<file path="config.mk">
export PLATFORM = sky130hd
export DESIGN_NAME = vmem_ctrl
export DESIGN_NICKNAME = d
export VERILOG_FILES = /design/src/rtl/term_pkg.sv /design/src/rtl/vmem_ctrl_row_map.sv /design/src/rtl/vmem_ctrl.sv
export SDC_FILE = /design/constraint.sdc
export NUM_CORES = 1
export LEC_CHECK = 0
export CORE_ASPECT_RATIO = 1.5
export CORE_MARGIN = 1
export CORE_UTILIZATION = 25
export CTS_BUF_LIST = sky130_fd_sc_hd__clkbuf_8
export DETAILED_ROUTE_END_ITERATION = 7
export PLACE_DENSITY = 0.46
export SLEW_MARGIN = 20
export SYNTH_ARGS = -nofsm -noshare
export SYNTH_HDL_FRONTEND = slang
export SYNTH_HIERARCHICAL = 1
export SYNTH_SLANG_ARGS = --single-unit
export TNS_END_PERCENT = 10
</file>
<file path="constraint.sdc">
create_clock -name clk -period 9.5 [get_ports clk]
set_input_delay 0.95 -clock clk [delete_from_list [all_inputs] [get_ports clk]]
set_output_delay 0.95 -clock clk [all_outputs]
set_load 0.005 [all_outputs]
</file>
<file path="src/rtl/term_pkg.sv">
// Purpose: shared types and constants for the text-terminal video-memory controller.
// Latency: n/a (declarations only).
// Backpressure: n/a.
package term_pkg;

    // Controller sequencing states.
    typedef enum logic [2:0] {
        ST_CLEAR  = 3'd0,
        ST_IDLE   = 3'd1,
        ST_WRITE  = 3'd2,
        ST_BACK   = 3'd3,
        ST_SCROLL = 3'd4
    } state_e;

    // Character RAM address layout is {col, phys_row}.
    localparam int COL_W  = 7;
    localparam int ROW_W  = 5;
    localparam int ADDR_W = COL_W + ROW_W;

    localparam logic [7:0] ASCII_ENTER = 8'd13;
    localparam logic [7:0] ASCII_BACK  = 8'd8;
    localparam logic [7:0] ASCII_BLANK = 8'h00;
    localparam logic [7:0] PRINT_LO    = 8'h20;
    localparam logic [7:0] PRINT_HI    = 8'h7E;

    function automatic logic is_printable(input logic [7:0] c);
        return (c >= PRINT_LO) && (c <= PRINT_HI);
    endfunction

endpackage

</file>
<file path="src/rtl/vmem_ctrl_row_map.sv">
// Purpose: map a logical screen row to a physical RAM row, (log + top) mod ROWS.
// Latency: combinational.
// Backpressure: none.
// Ports: i_log_row (logical row), i_top_row (physical row shown as row 0),
//        o_phys_row (physical row).
module row_map
    import term_pkg::*;
#(
    parameter int ROWS = 30
) (
    input  logic [ROW_W-1:0] i_log_row,
    input  logic [ROW_W-1:0] i_top_row,
    output logic [ROW_W-1:0] o_phys_row
);

    localparam logic [ROW_W:0] ROWS_W = (ROW_W+1)'(ROWS);

    logic [ROW_W:0] w_sum;

    // Both operands are < ROWS, so a single conditional subtract suffices.
    assign w_sum      = {1'b0, i_log_row} + {1'b0, i_top_row};
    assign o_phys_row = (w_sum >= ROWS_W) ? ROW_W'(w_sum - ROWS_W) : w_sum[ROW_W-1:0];

endmodule

</file>
<file path="src/rtl/vmem_ctrl.sv">
// Purpose: sequence keyboard ASCII into character RAM; owns cursor, clear and scroll.
// Latency: key accepted in N -> RAM write in N+1 -> cursor updated, ready again in N+2.
// Backpressure: key_ready only in IDLE; key_valid must hold until accepted.
//
// Ports: clk, reset (async active-low); key_in/key_valid/key_ready keyboard
// handshake; wr_en/wr_addr/wr_data character RAM write port, wr_addr = {col, phys_row};
// top_row physical row displayed as logical row 0; cursor_x/cursor_y logical cursor;
// busy high while clearing or scrolling.
// Build option VMEM_SCROLL_EN: when defined the screen scrolls by moving top_row;
// otherwise top_row stays 0 and a newline on the last row wraps the cursor to (0,0)
// after blanking physical row 0.
module vmem_ctrl
    import term_pkg::*;
#(
    parameter int COLS = 70,
    parameter int ROWS = 30
) (
    input  logic              clk,
    input  logic              reset,
    input  logic [7:0]        key_in,
    input  logic              key_valid,
    output logic              key_ready,
    output logic              wr_en,
    output logic [ADDR_W-1:0] wr_addr,
    output logic [7:0]        wr_data,
    output logic [ROW_W-1:0]  top_row,
    output logic [COL_W-1:0]  cursor_x,
    output logic [ROW_W-1:0]  cursor_y,
    output logic              busy
);

    localparam logic [COL_W-1:0] LAST_COL = COL_W'(COLS - 1);
    localparam logic [COL_W-1:0] COLS_C   = COL_W'(COLS);
    localparam logic [ROW_W-1:0] LAST_ROW = ROW_W'(ROWS - 1);
    localparam logic [ROW_W-1:0] ROWS_R   = ROW_W'(ROWS);

    state_e r_state;
    state_e w_state_nxt;

    logic [7:0]       r_key,     w_key_nxt;
    logic [COL_W-1:0] r_cx,      w_cx_nxt;
    logic [ROW_W-1:0] r_cy,      w_cy_nxt;
    logic [ROW_W-1:0] r_top,     w_top_nxt;
    logic [ROW_W-1:0] r_scr_row, w_scr_row_nxt;
    logic [COL_W-1:0] r_cnt_col, w_cnt_col_nxt;
    logic [ROW_W-1:0] r_cnt_row, w_cnt_row_nxt;
    logic             r_wr_en,   w_wr_en_nxt;
    logic [COL_W-1:0] r_wr_col,  w_wr_col_nxt;
    logic [ROW_W-1:0] r_wr_row,  w_wr_row_nxt;
    logic [7:0]       r_wr_data, w_wr_data_nxt;

    logic             w_hs;
    logic             w_key_back;
    logic             w_bk_move;
    logic [COL_W-1:0] w_bk_x;
    logic [ROW_W-1:0] w_bk_y;
    logic [ROW_W-1:0] w_map_row;
    logic [ROW_W-1:0] w_phys_row;
    logic             w_cur_print;
    logic             w_do_nl;
    logic             w_nl_last;

    assign w_hs       = key_valid && (r_state == ST_IDLE);
    assign w_key_back = (key_in == ASCII_BACK);

    // Backspace target cell; at (0,0) the key is ignored.
    assign w_bk_move = (r_cx != '0) || (r_cy != '0);
    assign w_bk_x    = (r_cx == '0) ? LAST_COL : r_cx - COL_W'(1);
    assign w_bk_y    = (r_cx == '0) ? r_cy - ROW_W'(1) : r_cy;

    // Backspace blanks the cell it moves to, so its address uses the new row.
    assign w_map_row = w_key_back ? w_bk_y : r_cy;

    row_map #(.ROWS(ROWS)) u_row_map (
        .i_log_row  (w_map_row),
        .i_top_row  (r_top),
        .o_phys_row (w_phys_row)
    );

    // Cursor action for the latched key while in WRITE.
    assign w_cur_print = is_printable(r_key);
    assign w_do_nl     = (w_cur_print && (r_cx == LAST_COL)) || (r_key == ASCII_ENTER);
    assign w_nl_last   = (r_cy == LAST_ROW);

    // State register.
    always_ff @(posedge clk or negedge reset) begin
        if (!reset) begin
            r_state <= ST_CLEAR;
        end else begin
            r_state <= w_state_nxt;
        end
    end

    // Next-state logic.
    always_comb begin
        w_state_nxt = r_state;
        case (r_state)
            ST_CLEAR: begin
                if (r_cnt_row == ROWS_R) w_state_nxt = ST_IDLE;
            end
            ST_IDLE: begin
                if (w_hs) w_state_nxt = w_key_back ? ST_BACK : ST_WRITE;
            end
            ST_WRITE: begin
                w_state_nxt = (w_do_nl && w_nl_last) ? ST_SCROLL : ST_IDLE;
            end
            ST_BACK: begin
                w_state_nxt = ST_IDLE;
            end
            ST_SCROLL: begin
                if (r_cnt_col == COLS_C) w_state_nxt = ST_IDLE;
            end
            default: w_state_nxt = ST_CLEAR;
        endcase
    end

    // Output/datapath logic. Write-port values are computed one cycle ahead and
    // registered, so the RAM strobe appears in the cycle after the decision.
    always_comb begin
        w_key_nxt     = r_key;
        w_cx_nxt      = r_cx;
        w_cy_nxt      = r_cy;
        w_top_nxt     = r_top;
        w_scr_row_nxt = r_scr_row;
        w_cnt_col_nxt = r_cnt_col;
        w_cnt_row_nxt = r_cnt_row;
        w_wr_en_nxt   = 1'b0;
        w_wr_col_nxt  = r_wr_col;
        w_wr_row_nxt  = r_wr_row;
        w_wr_data_nxt = r_wr_data;
        case (r_state)
            ST_CLEAR: begin
                // r_cnt_row reaching ROWS marks every cell as issued.
                if (r_cnt_row != ROWS_R) begin
                    w_wr_en_nxt   = 1'b1;
                    w_wr_col_nxt  = r_cnt_col;
                    w_wr_row_nxt  = r_cnt_row;
                    w_wr_data_nxt = ASCII_BLANK;
                    if (r_cnt_col == LAST_COL) begin
                        w_cnt_col_nxt = '0;
                        w_cnt_row_nxt = r_cnt_row + ROW_W'(1);
                    end else begin
                        w_cnt_col_nxt = r_cnt_col + COL_W'(1);
                    end
                end
            end
            ST_IDLE: begin
                if (w_hs) begin
                    w_key_nxt = key_in;
                    if (w_key_back) begin
                        if (w_bk_move) begin
                            w_wr_en_nxt   = 1'b1;
                            w_wr_col_nxt  = w_bk_x;
                            w_wr_row_nxt  = w_phys_row;
                            w_wr_data_nxt = ASCII_BLANK;
                        end
                    end else if (is_printable(key_in)) begin
                        w_wr_en_nxt   = 1'b1;
                        w_wr_col_nxt  = r_cx;
                        w_wr_row_nxt  = w_phys_row;
                        w_wr_data_nxt = key_in;
                    end
                end
            end
            ST_WRITE: begin
                if (w_do_nl) begin
                    w_cx_nxt = '0;
                    if (!w_nl_last) begin
                        w_cy_nxt = r_cy + ROW_W'(1);
                    end else begin
                        // The row leaving the top (old top_row) becomes the new
                        // bottom row; its first blank is issued on entry.
                        w_scr_row_nxt = r_top;
                        w_cnt_col_nxt = COL_W'(1);
                        w_wr_en_nxt   = 1'b1;
                        w_wr_col_nxt  = '0;
                        w_wr_row_nxt  = r_top;
                        w_wr_data_nxt = ASCII_BLANK;
`ifdef VMEM_SCROLL_EN
                        w_top_nxt = (r_top == LAST_ROW) ? '0 : r_top + ROW_W'(1);
`else
                        w_cy_nxt = '0;
`endif
                    end
                end else if (w_cur_print) begin
                    w_cx_nxt = r_cx + COL_W'(1);
                end
            end
            ST_BACK: begin
                if (w_bk_move) begin
                    w_cx_nxt = w_bk_x;
                    w_cy_nxt = w_bk_y;
                end
            end
            ST_SCROLL: begin
                if (r_cnt_col != COLS_C) begin
                    w_wr_en_nxt   = 1'b1;
                    w_wr_col_nxt  = r_cnt_col;
                    w_wr_row_nxt  = r_scr_row;
                    w_wr_data_nxt = ASCII_BLANK;
                    w_cnt_col_nxt = r_cnt_col + COL_W'(1);
                end
            end
            default: begin
                w_wr_en_nxt = 1'b0;
            end
        endcase
    end

    always_ff @(posedge clk or negedge reset) begin
        if (!reset) begin
            r_key     <= '0;
            r_cx      <= '0;
            r_cy      <= '0;
            r_top     <= '0;
            r_scr_row <= '0;
            r_cnt_col <= '0;
            r_cnt_row <= '0;
            r_wr_en   <= 1'b0;
            r_wr_col  <= '0;
            r_wr_row  <= '0;
            r_wr_data <= '0;
        end else begin
            r_key     <= w_key_nxt;
            r_cx      <= w_cx_nxt;
            r_cy      <= w_cy_nxt;
            r_top     <= w_top_nxt;
            r_scr_row <= w_scr_row_nxt;
            r_cnt_col <= w_cnt_col_nxt;
            r_cnt_row <= w_cnt_row_nxt;
            r_wr_en   <= w_wr_en_nxt;
            r_wr_col  <= w_wr_col_nxt;
            r_wr_row  <= w_wr_row_nxt;
            r_wr_data <= w_wr_data_nxt;
        end
    end

    assign key_ready = (r_state == ST_IDLE);
    assign busy      = (r_state == ST_CLEAR) || (r_state == ST_SCROLL);
    assign wr_en     = r_wr_en;
    assign wr_addr   = {r_wr_col, r_wr_row};
    assign wr_data   = r_wr_data;
    assign top_row   = r_top;
    assign cursor_x  = r_cx;
    assign cursor_y  = r_cy;

endmodule

</file>
==> impl_metrics.prom, run 1 <==
# TYPE chip_impl_metric gauge
chip_impl_metric{name="dp_hpwl",unit="mm"} 8.305
chip_impl_metric{name="total_leakage_power",unit="nW"} 1.984
chip_impl_metric{name="die-width",unit="um"} 103.9
chip_impl_metric{name="route.final.wire_length",unit="mm"} 11.20
chip_impl_metric{name="dpl_worst_slack",unit="ns"} 4.238
chip_impl_metric{name="period_needed",unit="ns"} 4.912
chip_impl_info{name="criticalPathCategory",value="in2reg"} 1
chip_impl_info{name="type_of_destination_of_the_critical_path",value="flip-flop"} 1
chip_impl_metric{name="drive_gt1_share",unit="%"} 11.33
chip_impl_metric{name="syn-cell-area",unit="um2"} 3890
chip_impl_metric{name="drt_first_pass_iters",unit=""} 6
chip_impl_metric{name="drv.max_cap_violation_count",unit=""} 0
chip_impl_metric{name="area_delta_synth_final",unit="%"} 19.81
chip_impl_metric{name="overflow",unit=""} 0
chip_impl_metric{name="clock_latency_of_the_later_clocked_register_in_the_worst_skew_pair",unit="ns"} 0.33
chip_impl_info{name="synth-main-ff-cell",value="sky130_fd_sc_hd__dfrtp_1"} 1
chip_impl_metric{name="clkSinkCount",unit=""} 56
chip_impl_metric{name="fmaxAchievable",unit="MHz"} 203.6
chip_impl_metric{name="max-slew-margin-rel",unit="%"} 31.06
chip_impl_info{name="outcome",value="finished clean"} 1
chip_impl_metric{name="post-route-drc-count",unit=""} 0
chip_impl_metric{name="globalplace.congestion",unit=""} 0.7688
chip_impl_metric{name="yosys_warnings",unit=""} 6
chip_impl_metric{name="final-setup-viol-count",unit=""} 0
chip_impl_metric{name="finalMaxSlewViolations",unit=""} 0
chip_impl_metric{name="route.detailed.wl_per_inst",unit="um"} 17.26
chip_impl_metric{name="ys_seq_elements",unit=""} 56
chip_impl_metric{name="portBuffers",unit=""} 45
chip_impl_metric{name="postSynth.asyncResetShare",unit="%"} 100.0
chip_impl_metric{name="post_synth_inst_count",unit=""} 407
chip_impl_metric{name="crit_path_max_fanout",unit=""} 9
chip_impl_info{name="hold_path_class",value="reg2reg"} 1
chip_impl_metric{name="ys_seq_area_share",unit="%"} 36.02
chip_impl_metric{name="critical_path_arrival",unit="ns"} 5.12
chip_impl_metric{name="detailed_route_iter0_violations",unit=""} 112
chip_impl_metric{name="timing.clock.skew",unit="ns"} 0.01202
chip_impl_metric{name="timing_worst_slew_pin_value",unit="ns"} 1.028
chip_impl_metric{name="grt_pass1_vias",unit=""} 3351
chip_impl_metric{name="antenna_found_initial",unit=""} 0
chip_impl_metric{name="hold_slack",unit="ns"} 0.4917
chip_impl_metric{name="min_period_over_period",unit="%"} 51.71
chip_impl_metric{name="maximum_number_of_pins_on_one_net_before_global_route_repair",unit=""} 57
chip_impl_info{name="tritoncts",value="done"} 1
chip_impl_metric{name="nNetsFinal",unit=""} 479
chip_impl_metric{name="clock_tree.htree_level_count",unit=""} 2
chip_impl_metric{name="timing.setup.tns",unit="ns"} 0
chip_impl_info{name="rsz_0062_raised_after_global_routing",value="no"} 1
chip_impl_metric{name="vdd_drop_max",unit="uV"} 77.76
chip_impl_metric{name="dr_total_vias",unit=""} 3260
chip_impl_metric{name="synthDistinctLibCells",unit=""} 71
chip_impl_metric{name="routed_via_density",unit=""} 5.023
chip_impl_metric{name="ctsHoldBuffers",unit=""} 0
chip_impl_metric{name="post_cts_resize_count",unit=""} 0
chip_impl_metric{name="number_of_buffers_created_by_cts",unit=""} 5
chip_impl_metric{name="ant_nets",unit=""} 0
chip_impl_metric{name="synth_enable_flop_cells",unit=""} 0
chip_impl_metric{name="die-area",unit="um2"} 16070
chip_impl_info{name="clock_tree.root_cell",value="sky130_fd_sc_hd__clkbuf_8"} 1
chip_impl_metric{name="power-per-cell-area",unit="nW/um2"} 296.3
chip_impl_metric{name="synth_area_per_cell",unit="um2"} 9.558
chip_impl_metric{name="cts.reportedPaths.clkPinSlew",unit="ns"} 0.10
chip_impl_metric{name="fp.coreArea",unit="um2"} 15140
chip_impl_metric{name="timing.final.hold_violations",unit=""} 0
chip_impl_metric{name="io-pin-count",unit=""} 51
chip_impl_metric{name="clockBufferDepth",unit=""} 2
chip_impl_metric{name="start_util",unit="%"} 25.69
chip_impl_metric{name="antennaDiodeCount",unit=""} 0
chip_impl_info{name="worst_setup_path_start_kind",value="input port"} 1
chip_impl_metric{name="post_cts.repair.setup_buffers",unit=""} 0
chip_impl_metric{name="grt_first_pass_wirelength",unit="mm"} 18.12
chip_impl_metric{name="chipHeight",unit="um"} 154.8
chip_impl_metric{name="timing.final.ws_setup",unit="ns"} 4.588
chip_impl_metric{name="gr-usage-all-layers",unit="%"} 14.26
chip_impl_metric{name="worstPathRequired",unit="ns"} 9.71
chip_impl_metric{name="core.rowCount",unit=""} 55
==> worst paths after layout <==
path	startpoint	end	slack, ns	cells after the start
setup / recovery	key_in[6]	r_wr_row[2]$_DFFE_PN0P_	4.59	13
setup reg to reg	cursor_x[0]$_DFFE_PN0P_	r_wr_row[2]$_DFFE_PN0P_	5.07	15
hold reg to reg	wr_data[7]$_DFFE_PN0P_	wr_data[7]$_DFFE_PN0P_	0.49	1
hold / removal	wr_data[7]$_DFFE_PN0P_	wr_data[7]$_DFFE_PN0P_	0.49	1
max in group asynchronous	reset	cursor_x[2]$_DFFE_PN0P_	8.23	2
min in group asynchronous	reset	r_wr_col[6]$_DFFE_PN0P_	0.77	2
==> cell usage after synthesis (all sizes together), types with 3 or more instances <==
| cell type | n | area share (%) |
|---|---|---|
| a211oi | 5 | 1.4 |
| a21o | 3 | 0.61 |
| a21oi | 15 | 2.0 |
| a22o | 12 | 2.7 |
| a31o | 3 | 0.68 |
| a31oi | 14 | 2.3 |
| and2 | 8 | 1.3 |
| and3 | 6 | 0.97 |
| buf | 14 | 2.7 |
| clkbuf | 10 | 0.97 |
| dfrtp | 56 | 36 |
| ha | 18 | 5.8 |
| inv | 27 | 2.6 |
| mux2 | 22 | 7.5 |
| mux2i | 10 | 2.6 |
| nand2 | 25 | 2.4 |
| nand2b | 3 | 0.48 |
| nand3 | 19 | 2.4 |
| nand4 | 9 | 1.4 |
| nor2 | 27 | 2.6 |
| nor2b | 7 | 1.1 |
| nor3 | 7 | 1.0 |
| nor3b | 6 | 1.2 |
| o21ai | 13 | 1.7 |
| o21bai | 4 | 0.87 |
| o22ai | 6 | 1.3 |
| o31ai | 3 | 0.71 |
| o32ai | 3 | 0.68 |
| or3 | 3 | 0.61 |
| xnor2 | 10 | 2.3 |
| xor2 | 5 | 1.1 |
==> registers in the layout (all words and copies together), names as in the netlist <==
signal	count
r_key	8
wr_data	8
cursor_x	7
r_cnt_col	7
r_wr_col	7
cursor_y	5
r_cnt_row	5
r_wr_row	5
r_state	3
wr_en	1
==> area by class of cell <==
type | instances | area [um2]
multi-input combinational | 310 | 2296
sequential | 56 | 1401
tap | 199 | 249.0
clock inverter | 3 | 68.82
inverter | 27 | 101.3
clock buffer | 5 | 68.82
fill | 1613 | 10480
timing repair buffer | 49 | 475.5
==> metrics by stage <==
step | power [mW] | area (um2) | cells | utilization, %
6_report | 1.381 | 4661 | 649 | 30.79
5_1_grt | 1.487 | 4661 | 649 | 30.79
4_1_cts | 1.398 | 4661 | 649 | 30.79
3_5_place_dp | 1.196 | 4523 | 641 | 29.88
3_3_place_gp | 1.188 | 4523 | 641 | 29.88
2_1_floorplan | 0.9128 | 3928 | 417 | -
==> cell usage in the layout, fill, tap and decap left out, drive strengths merged, types with 3 or more instances in the layout <==
| cell | Yosys | layout |
|---|---|---|
| clkbuf | 10 | 5 |
| conb | 1 | 11 |
| nand4 | 9 | 9 |
| and2 | 8 | 8 |
| xnor2 | 10 | 10 |
| mux2i | 10 | 10 |
| nor3b | 6 | 6 |
| a22o | 12 | 12 |
| o32ai | 3 | 3 |
| nand3 | 19 | 19 |
| ha | 18 | 18 |
| nand2 | 25 | 25 |
| o21bai | 4 | 4 |
| buf | 14 | 5 |
| nor2 | 27 | 27 |
| o22ai | 6 | 6 |
| nor2b | 7 | 7 |
| xor2 | 5 | 5 |
| mux2 | 22 | 22 |
| a211oi | 5 | 5 |
| o21ai | 13 | 13 |
| a31oi | 14 | 14 |
| nand2b | 3 | 3 |
| inv | 27 | 28 |
| dfrtp | 56 | 56 |
| a21oi | 15 | 15 |
| nor3 | 7 | 7 |
| o31ai | 3 | 3 |
| a21o | 3 | 3 |
| a31o | 3 | 3 |
| and3 | 6 | 6 |
| or3 | 3 | 3 |
| clkdlybuf4s50 | 0 | 44 |
==> where the power goes <==
group / internal (mW) / switching, mW
registers: 0.325 / 0.116
logic: 0.377 / 0.368
clock network: 0.106 / 0.0889
==> worst max-delay path: stages <==
cell	delay, ns
sky130_fd_sc_hd__clkdlybuf4s50_1	0.49
sky130_fd_sc_hd__nor4_1	0.61
sky130_fd_sc_hd__nand2_1	0.38
sky130_fd_sc_hd__nor2_1	0.30
sky130_fd_sc_hd__mux2i_1	0.29
sky130_fd_sc_hd__inv_1	0.09
sky130_fd_sc_hd__fa_1	0.51
sky130_fd_sc_hd__inv_1	0.11
sky130_fd_sc_hd__o2111ai_2	0.17
sky130_fd_sc_hd__o31ai_2	0.38
sky130_fd_sc_hd__mux2_1	0.37
sky130_fd_sc_hd__a22o_1	0.21
sky130_fd_sc_hd__mux2_4	0.26
==> cells by family after synthesis <==
family,share of synthesized area [%]
XOR/XNOR,3.377
other,0.09640
buffers and inverters,6.240
AO/OA/AOI/OAI,19.91
flip-flops,36.02
AND/OR/NAND/NOR,17.95
adder cells (fa/ha/maj),6.304
multiplexers,10.10
==> routing by layer <==
| layer | global-route usage [%] | routed length, um |
|---|---|---|
| met5 | 0 | 0 |
| met4 | 5.782 | 334 |
| met3 | 1.938 | 332 |
| met2 | 26.22 | 5846 |
| met1 | 16.50 | 4689 |
(Power assumes the default switching activity.)
==> inputs of run 2 (changes only) <==
--- a/config.mk
+++ b/config.mk
@@ -10,7 +10,7 @@
 export CORE_UTILIZATION = 25
 export CTS_BUF_LIST = sky130_fd_sc_hd__clkbuf_8
 export DETAILED_ROUTE_END_ITERATION = 7
-export PLACE_DENSITY = 0.46
+export PLACE_DENSITY = 0.48
 export SLEW_MARGIN = 20
 export SYNTH_ARGS = -nofsm -noshare
 export SYNTH_HDL_FRONTEND = slang
==> constraint.sdc (replaced) <==
create_clock -name clk -period 3.94 [get_ports clk]
set_input_delay 0.394 -clock clk [delete_from_list [all_inputs] [get_ports clk]]
set_output_delay 0.394 -clock clk [all_outputs]
set_load 0.005 [all_outputs]
==> run 2 against run 1 <==
First-iteration DRC count up 16%. Worst setup slack got worse by 4.3 ns. Sequential power grew 130%. Cell area up 2.8%. Critical endpoint unchanged.
==> impl_metrics.prom, run 2 (synthesis results as in run 1) <==
# TYPE chip_impl_metric gauge
chip_impl_metric{name="chipHeight",unit="um"} 154.8
chip_impl_metric{name="post-route-drc-count",unit=""} 0
chip_impl_info{name="final_common_cell",value="sky130_fd_sc_hd__dfrtp_1"} 1
chip_impl_metric{name="multiInputGateArea",unit="um2"} 2303
chip_impl_metric{name="drive_gt1_share",unit="%"} 15.89
chip_impl_info{name="rsz_0062_raised_after_global_routing",value="no"} 1
chip_impl_metric{name="hold_slack",unit="ns"} 0.1695
chip_impl_metric{name="intPower",unit="mW"} 1.906
chip_impl_metric{name="routed-wl-met3",unit="um"} 283
chip_impl_metric{name="clockBufferDepth",unit=""} 2
chip_impl_metric{name="finalMaxSlewViolations",unit=""} 0
chip_impl_info{name="reg2reg_to",value="r_wr_row[2]$_DFFE_PN0P_"} 1
chip_impl_metric{name="antennaDiodeCount",unit=""} 0
chip_impl_metric{name="regToRegSetupSlack",unit="ns"} 0.29
chip_impl_metric{name="ant_nets",unit=""} 0
chip_impl_metric{name="seq_power_share",unit="%"} 30.8
chip_impl_metric{name="timing.setup.tns",unit="ns"} 0
chip_impl_metric{name="io-pin-count",unit=""} 51
chip_impl_metric{name="slowest_delay",unit="ns"} 0.50
chip_impl_metric{name="die-area",unit="um2"} 16070
chip_impl_metric{name="timing_worst_slew_pin_value",unit="ns"} 1.061
chip_impl_metric{name="reg2regPathDepth",unit=""} 14
chip_impl_metric{name="period_needed",unit="ns"} 3.649
chip_impl_metric{name="fmaxAchievable",unit="MHz"} 274.1
chip_impl_metric{name="clock_tree.htree_level_count",unit=""} 2
chip_impl_metric{name="final-setup-viol-count",unit=""} 0
chip_impl_info{name="clock_tree.root_cell",value="sky130_fd_sc_hd__clkbuf_8"} 1
chip_impl_metric{name="area_delta_synth_final",unit="%"} 23.19
chip_impl_metric{name="vdd_drop_max",unit="uV"} 169.0
chip_impl_metric{name="timing.clock.skew",unit="ns"} 0.009379
chip_impl_metric{name="grt_pass1_vias",unit=""} 3547
chip_impl_metric{name="number_of_buffers_created_by_cts",unit=""} 5
chip_impl_metric{name="maximum_number_of_pins_on_one_net_before_global_route_repair",unit=""} 37
chip_impl_metric{name="power.share.switching",unit="%"} 42.03
chip_impl_metric{name="drv.max_cap_violation_count",unit=""} 0
chip_impl_info{name="criticalPathCategory",value="reg2reg"} 1
chip_impl_info{name="final_cell_mix",value="sky130_fd_sc_hd__dfrtp_1, sky130_fd_sc_hd__clkdlybuf4s50_1, sky130_fd_sc_hd__inv_1, sky130_fd_sc_hd__nor2_1, sky130_fd_sc_hd__buf_4"} 1
chip_impl_metric{name="routedLengthMet1",unit="mm"} 4.553
chip_impl_metric{name="power.share.combinational",unit="%"} 58.5
chip_impl_metric{name="detailed_route_iter0_violations",unit=""} 130
chip_impl_info{name="worst_path_max_delay_cell",value="sky130_fd_sc_hd__fa_1"} 1
chip_impl_metric{name="min_period_over_period",unit="%"} 92.61
chip_impl_info{name="tritoncts",value="done"} 1
chip_impl_metric{name="ctsHoldBuffers",unit=""} 0
chip_impl_metric{name="critical_path_arrival",unit="ns"} 3.86
chip_impl_metric{name="portBuffers",unit=""} 45
chip_impl_info{name="path_cells",value="inv_1, ha_2, nor3b_2, nand2_1, nor2_1, mux2i_1, inv_1, fa_1, inv_1, o2111ai_2, o31ai_2, mux2_1, a22o_1, mux2_4"} 1
chip_impl_info{name="type_of_destination_of_the_critical_path",value="flip-flop"} 1
chip_impl_metric{name="area.sequential",unit="um2"} 1401
chip_impl_metric{name="timing.final.hold_violations",unit=""} 0
chip_impl_metric{name="clock_latency_of_the_later_clocked_register_in_the_worst_skew_pair",unit="ns"} 0.32
chip_impl_metric{name="nNetsFinal",unit=""} 501
chip_impl_info{name="worst_setup_path_start_kind",value="flip-flop"} 1
chip_impl_info{name="cell_family_contributing_the_most_delay_on_the_critical_path",value="multiplexers"} 1
chip_impl_metric{name="gr-usage-all-layers",unit="%"} 14.45
chip_impl_info{name="crit_top_cell",value="sky130_fd_sc_hd__inv_1"} 1
chip_impl_metric{name="grt_first_pass_wirelength",unit="mm"} 18.54
chip_impl_metric{name="cts.reportedPaths.clkPinSlew",unit="ns"} 0.11
chip_impl_metric{name="clkSinkCount",unit=""} 56
chip_impl_metric{name="core.rowCount",unit=""} 55
chip_impl_metric{name="total_switching_power",unit="mW"} 1.382
chip_impl_metric{name="drt_first_pass_iters",unit=""} 4
chip_impl_metric{name="route.detailed.wl_per_inst",unit="um"} 16.70
chip_impl_metric{name="fp.coreArea",unit="um2"} 15140
chip_impl_info{name="route.top_layer_used",value="met4"} 1
chip_impl_metric{name="met2_wl_post_dr",unit="mm"} 5.926
chip_impl_metric{name="total_leakage_power",unit="nW"} 2.074
chip_impl_info{name="outcome",value="finished clean"} 1
chip_impl_metric{name="p_clk_share",unit="%"} 10.7
chip_impl_metric{name="worstPathRequired",unit="ns"} 4.15
chip_impl_metric{name="max-slew-margin-rel",unit="%"} 28.85
chip_impl_metric{name="overflow",unit=""} 0
chip_impl_info{name="hold_path_class",value="in2async"} 1
chip_impl_metric{name="cp_num_buf_inv",unit=""} 3
chip_impl_metric{name="route.final.wire_length",unit="mm"} 11.21
chip_impl_metric{name="fillers",unit=""} 1607
chip_impl_metric{name="power-per-cell-area",unit="nW/um2"} 686.2
chip_impl_metric{name="routed_via_density",unit=""} 5.003
chip_impl_metric{name="dp_hpwl",unit="mm"} 8.539
chip_impl_metric{name="dr_total_vias",unit=""} 3357
chip_impl_metric{name="antenna_found_initial",unit=""} 0
chip_impl_metric{name="start_util",unit="%"} 25.69
chip_impl_info{name="reg2reg_from",value="cursor_x[0]$_DFFE_PN0P_"} 1
chip_impl_metric{name="die-width",unit="um"} 103.9
chip_impl_metric{name="globalplace.congestion",unit=""} 0.8405
chip_impl_metric{name="crit_path_max_fanout",unit=""} 4
## run 2: changes by cell type in the layout (fill, tap and decap cells not counted)
| cell | delta |
|---|---|
| sky130_fd_sc_hd__ha_2 | +1 |
| sky130_fd_sc_hd__nor3b_2 | +1 |
| sky130_fd_sc_hd__ha_1 | -1 |
| sky130_fd_sc_hd__buf_4 | +22 |
| sky130_fd_sc_hd__nor3b_1 | -1 |
| sky130_fd_sc_hd__clkbuf_8 | +1 |
| sky130_fd_sc_hd__bufinv_16 | -2 |
| sky130_fd_sc_hd__clkinv_2 | +1 |
## run 2: worst reg2reg max path, stage by stage (launching register included)
cell	delay (ns)
sky130_fd_sc_hd__dfrtp_1	0.40
sky130_fd_sc_hd__inv_1	0.14
sky130_fd_sc_hd__ha_2	0.26
sky130_fd_sc_hd__nor3b_2	0.22
sky130_fd_sc_hd__nand2_1	0.14
sky130_fd_sc_hd__nor2_1	0.17
sky130_fd_sc_hd__mux2i_1	0.26
sky130_fd_sc_hd__inv_1	0.09
sky130_fd_sc_hd__fa_1	0.50
sky130_fd_sc_hd__inv_1	0.11
sky130_fd_sc_hd__o2111ai_2	0.13
sky130_fd_sc_hd__o31ai_2	0.31
sky130_fd_sc_hd__mux2_1	0.35
sky130_fd_sc_hd__a22o_1	0.20
sky130_fd_sc_hd__mux2_4	0.26
## run 2: layout make-up
class                   count  share of cell area, %
clock buffers               6                  1.723
repair buffers             71                  13.37
flip-flops and latches     56                  29.24
inverters                  27                  2.115
well taps                 199                  5.196
clock inverters             2                 0.2872
multi-input cells         310                  48.07
## run 2: layer usage
metal	track usage, %	vias up
li1	-	1601
met1	16.29	1648
met2	26.57	84
met3	1.770	24
met4	7.347	0
met5	0	-
## run 2: power groups by stage
| stage | combinational, mW | sequential (mW) | clock (mW) |
|---|---|---|---|
| floorplan | 1.24 | 0.958 | 0 |
| global placement | 1.91 | 1.02 | 0 |
| detailed placement | 1.92 | 1.03 | 0 |
| CTS | 1.94 | 1.01 | 0.373 |
| global route | 2.11 | 1.05 | 0.398 |
| finish | 1.92 | 1.01 | 0.353 |
## run 2: how the worst max path moves through the flow
stage | startpoint | to | slack (ns) | depth (start not counted)
finish | cursor_x[0]$_DFFE_PN0P_ | r_wr_row[2]$_DFFE_PN0P_ | 0.29 | 14
detailed placement | key_in[4] | r_wr_row[2]$_DFFE_PN0P_ | 0.02 | 13
global placement | key_in[1] | r_wr_row[2]$_DFFE_PN0P_ | 0.11 | 13
floorplan | cursor_x[0]$_DFFE_PN0P_ | r_wr_row[2]$_DFFE_PN0P_ | 0.19 | 14
global route | cursor_x[0]$_DFFE_PN0P_ | r_wr_row[2]$_DFFE_PN0P_ | 0.03 | 14
CTS | cursor_x[0]$_DFFE_PN0P_ | r_wr_row[2]$_DFFE_PN0P_ | 0.12 | 14
## run 2: repair_timing
item | in CTS | in global routing
resized for setup | 0 | 2
buffers inserted | 0 | 0
setup endpoints to repair | 0 | 3
## run 2: stage by stage
stage	cell area [um2]	total power [mW]	std cells	utilization (%)	setup slack [ns]
3_5_place_dp	4688	2.949	663	30.97	0.02384
5_1_grt	4792	3.565	671	31.65	0.02799
2_1_floorplan	3928	2.201	417	-	0.1930
4_1_cts	4785	3.323	671	31.60	0.1198
3_3_place_gp	4688	2.926	663	30.97	0.1071
6_report	4792	3.288	671	31.65	0.2911
==> inputs of run 3 (changes only) <==
--- a/config.mk
+++ b/config.mk
@@ -5,12 +5,13 @@
 export SDC_FILE = /design/constraint.sdc
 export NUM_CORES = 1
 export LEC_CHECK = 0
+export ABC_CLOCK_PERIOD_IN_PS = 3940
 export CORE_ASPECT_RATIO = 1.5
 export CORE_MARGIN = 1
-export CORE_UTILIZATION = 25
+export CORE_UTILIZATION = 51
 export CTS_BUF_LIST = sky130_fd_sc_hd__clkbuf_8
 export DETAILED_ROUTE_END_ITERATION = 7
-export PLACE_DENSITY = 0.48
+export PLACE_DENSITY = 0.82
 export SLEW_MARGIN = 20
 export SYNTH_ARGS = -nofsm -noshare
 export SYNTH_HDL_FRONTEND = slang
==> run 3 against run 2 <==
Clock-buffer cell count decreased by 1. Sequential cell count unchanged. Total power decreased by 0.51%. Highest routed layer unchanged. Combinational power decreased by 3%. Critical endpoint unchanged. Register-to-register slack got worse by 0.04 ns. Hold slack got worse by 0.15 ns. Clock power increased by 9.9%. Via count increased by 2.1%. Cell area decreased by 3.7%. Non-clock buffer count decreased by 9.
==> impl_metrics.prom, run 3 (synthesis results as in run 1) <==
# TYPE chip_impl_metric gauge
chip_impl_metric{name="routed_via_density",unit=""} 6.085
chip_impl_metric{name="dpl_worst_slack",unit="ns"} -0.1383
chip_impl_metric{name="overflow",unit=""} 0
chip_impl_metric{name="grt_first_pass_wirelength",unit="mm"} 16.01
chip_impl_metric{name="finish.instance_area",unit="um2"} 4616
chip_impl_info{name="rsz_0062_raised_after_global_routing",value="no"} 1
chip_impl_metric{name="portBuffers",unit=""} 45
chip_impl_metric{name="antenna_found_initial",unit=""} 0
chip_impl_metric{name="total_switching_power",unit="mW"} 1.339
chip_impl_metric{name="grt_pass1_vias",unit=""} 3401
chip_impl_metric{name="route.detailed.wl_per_inst",unit="um"} 17.07
chip_impl_metric{name="p_clk_share",unit="%"} 11.9
chip_impl_metric{name="fp.coreArea",unit="um2"} 7322
chip_impl_metric{name="total_leakage_power",unit="nW"} 2.039
chip_impl_metric{name="p_total",unit="mW"} 3.272
chip_impl_metric{name="start_util",unit="%"} 53.13
chip_impl_metric{name="gr-usage-all-layers",unit="%"} 26.12
chip_impl_metric{name="timing.clock.skew",unit="ns"} 0.007647
chip_impl_info{name="tritoncts",value="done"} 1
chip_impl_metric{name="route.final.wire_length",unit="mm"} 9.613
chip_impl_metric{name="clock_tree.htree_level_count",unit=""} 2
chip_impl_metric{name="min_period_over_period",unit="%"} 96.01
chip_impl_metric{name="post-route-drc-count",unit=""} 0
chip_impl_metric{name="cts.reportedPaths.clkPinSlew",unit="ns"} 0.10
chip_impl_metric{name="timing.final.hold_violations",unit=""} 0
chip_impl_metric{name="fmaxAchievable",unit="MHz"} 264.4
chip_impl_metric{name="die-width",unit="um"} 73.31
chip_impl_metric{name="clkSinkCount",unit=""} 56
chip_impl_metric{name="chipHeight",unit="um"} 109.0
chip_impl_metric{name="period_needed",unit="ns"} 3.783
chip_impl_metric{name="seq_power_share",unit="%"} 31.4
chip_impl_metric{name="fillers",unit=""} 631
chip_impl_metric{name="power-per-cell-area",unit="nW/um2"} 708.8
chip_impl_metric{name="finalMaxSlewViolations",unit=""} 0
chip_impl_metric{name="final-setup-viol-count",unit=""} 0
chip_impl_metric{name="drt_first_pass_iters",unit=""} 4
chip_impl_metric{name="max-slew-margin-rel",unit="%"} 36.77
chip_impl_metric{name="power.share.switching",unit="%"} 40.92
chip_impl_info{name="final_common_cell",value="sky130_fd_sc_hd__dfrtp_1"} 1
chip_impl_metric{name="maximum_number_of_pins_on_one_net_before_global_route_repair",unit=""} 38
chip_impl_info{name="final_cell_mix",value="sky130_fd_sc_hd__dfrtp_1, sky130_fd_sc_hd__clkdlybuf4s50_1, sky130_fd_sc_hd__inv_1"} 1
chip_impl_metric{name="number_of_buffers_created_by_cts",unit=""} 5
chip_impl_metric{name="post_cts.repair.setup_buffers",unit=""} 0
chip_impl_metric{name="core.rowCount",unit=""} 38
chip_impl_info{name="worst_setup_path_start_kind",value="input port"} 1
chip_impl_metric{name="power.share.combinational",unit="%"} 56.8
chip_impl_metric{name="final-instance-count-excl-fill",unit=""} 563
chip_impl_info{name="hold_path_class",value="in2async"} 1
chip_impl_metric{name="drv.max_cap_violation_count",unit=""} 0
chip_impl_metric{name="dr_total_vias",unit=""} 3426
chip_impl_info{name="outcome",value="finished clean"} 1
chip_impl_metric{name="ant_nets",unit=""} 0
chip_impl_metric{name="worstPathRequired",unit="ns"} 4.15
chip_impl_metric{name="timing.final.ws_setup",unit="ns"} 0.1573
chip_impl_info{name="type_of_destination_of_the_critical_path",value="flip-flop"} 1
chip_impl_metric{name="io-pin-count",unit=""} 51
chip_impl_metric{name="area_delta_synth_final",unit="%"} 18.66
chip_impl_metric{name="clockBufferDepth",unit=""} 2
chip_impl_metric{name="clock_latency_of_the_later_clocked_register_in_the_worst_skew_pair",unit="ns"} 0.32
chip_impl_metric{name="placed_cells",unit=""} 555
chip_impl_info{name="criticalPathCategory",value="in2reg"} 1
chip_impl_metric{name="timing_worst_slew_pin_value",unit="ns"} 0.9428
chip_impl_metric{name="timing.setup.tns",unit="ns"} 0
chip_impl_metric{name="nNetsFinal",unit=""} 492
chip_impl_metric{name="post_dp_cell_area",unit="um2"} 4497
chip_impl_metric{name="drive_gt1_share",unit="%"} 14.04
chip_impl_metric{name="critical_path_arrival",unit="ns"} 3.99
chip_impl_metric{name="globalplace.congestion",unit=""} 0.9280
chip_impl_metric{name="die-area",unit="um2"} 7988
chip_impl_metric{name="antennaDiodeCount",unit=""} 0
chip_impl_metric{name="ctsHoldBuffers",unit=""} 0
chip_impl_metric{name="dp_hpwl",unit="mm"} 7.176
chip_impl_metric{name="detailed_route_iter0_violations",unit=""} 252
chip_impl_metric{name="layout.core_utilization",unit="%"} 63.04
chip_impl_metric{name="crit_path_max_fanout",unit=""} 4
chip_impl_info{name="clock_tree.root_cell",value="sky130_fd_sc_hd__clkbuf_8"} 1
chip_impl_metric{name="intPower",unit="mW"} 1.933
chip_impl_metric{name="vdd_drop_max",unit="uV"} 341.2
chip_impl_metric{name="hold_slack",unit="ns"} 0.01788
[run 3: power groups by stage]
stage	logic, mW	clock network (mW)	registers [mW]
5_1_grt	2.02	0.413	1.06
4_1_cts	1.84	0.392	1.02
2_1_floorplan	1.24	0	0.958
6_report	1.86	0.388	1.03
3_3_place_gp	1.78	0	1.02
3_5_place_dp	1.83	0	1.03
[run 3: path summary, 6_finish.rpt]
kind,startpoint,endpoint,slack (ns),cells after the start
max,key_in[1],r_wr_row[2]$_DFFE_PN0P_,0.16,13
min,reset,cursor_y[1]$_DFFE_PN0P_,0.02,1
max reg2reg,cursor_x[0]$_DFFE_PN0P_,r_wr_row[2]$_DFFE_PN0P_,0.25,14
min reg2reg,wr_data[7]$_DFFE_PN0P_,wr_data[7]$_DFFE_PN0P_,0.52,1
max in group asynchronous,reset,r_cnt_col[0]$_DFFE_PN0P_,3.07,2
min in group clk,wr_data[7]$_DFFE_PN0P_,wr_data[7]$_DFFE_PN0P_,0.52,1
[run 3: cell type report]
class / count / area (um2) / share of cell area [%]
clock buffer: 5 / 68.82 / 1.491
multi-input combinational: 310 / 2303 / 49.91
tap: 100 / 125.1 / 2.711
clock inverter: 3 / 42.54 / 0.9217
inverter: 27 / 101.3 / 2.196
sequential: 56 / 1401 / 30.36
timing repair buffer: 62 / 573.1 / 12.42
[run 3: timing repair]
item,CTS,global route
hold endpoints to repair,0,0
endpoints found under the setup margin,0,2
gates resized for setup,0,2
[run 3: critical path, cell delays in order]
cell and delay (ns):
sky130_fd_sc_hd__clkdlybuf4s50_1 0.48, sky130_fd_sc_hd__nor4b_1 0.50, sky130_fd_sc_hd__nand2_1 0.13, sky130_fd_sc_hd__nor2_1 0.21, sky130_fd_sc_hd__mux2i_1 0.27, sky130_fd_sc_hd__inv_1 0.09
sky130_fd_sc_hd__fa_1 0.49, sky130_fd_sc_hd__inv_1 0.11, sky130_fd_sc_hd__o2111ai_2 0.14, sky130_fd_sc_hd__o31ai_2 0.34, sky130_fd_sc_hd__mux2_1 0.38, sky130_fd_sc_hd__a22o_1 0.21
sky130_fd_sc_hd__mux2_4 0.26
[run 3: per-layer routing]
| metal | part of all wire (%) | routed length (um) | global-route usage, % | vias to the layer above |
|---|---|---|---|---|
| li1 | - | - | - | 1585 |
| met3 | 4.7 | 456 | 3.050 | 30 |
| met1 | 39 | 3705 | 30.09 | 1676 |
| met2 | 53 | 5133 | 47.16 | 135 |
| met4 | 3.3 | 318 | 12.64 | 0 |
| met5 | 0 | 0 | 0 | - |
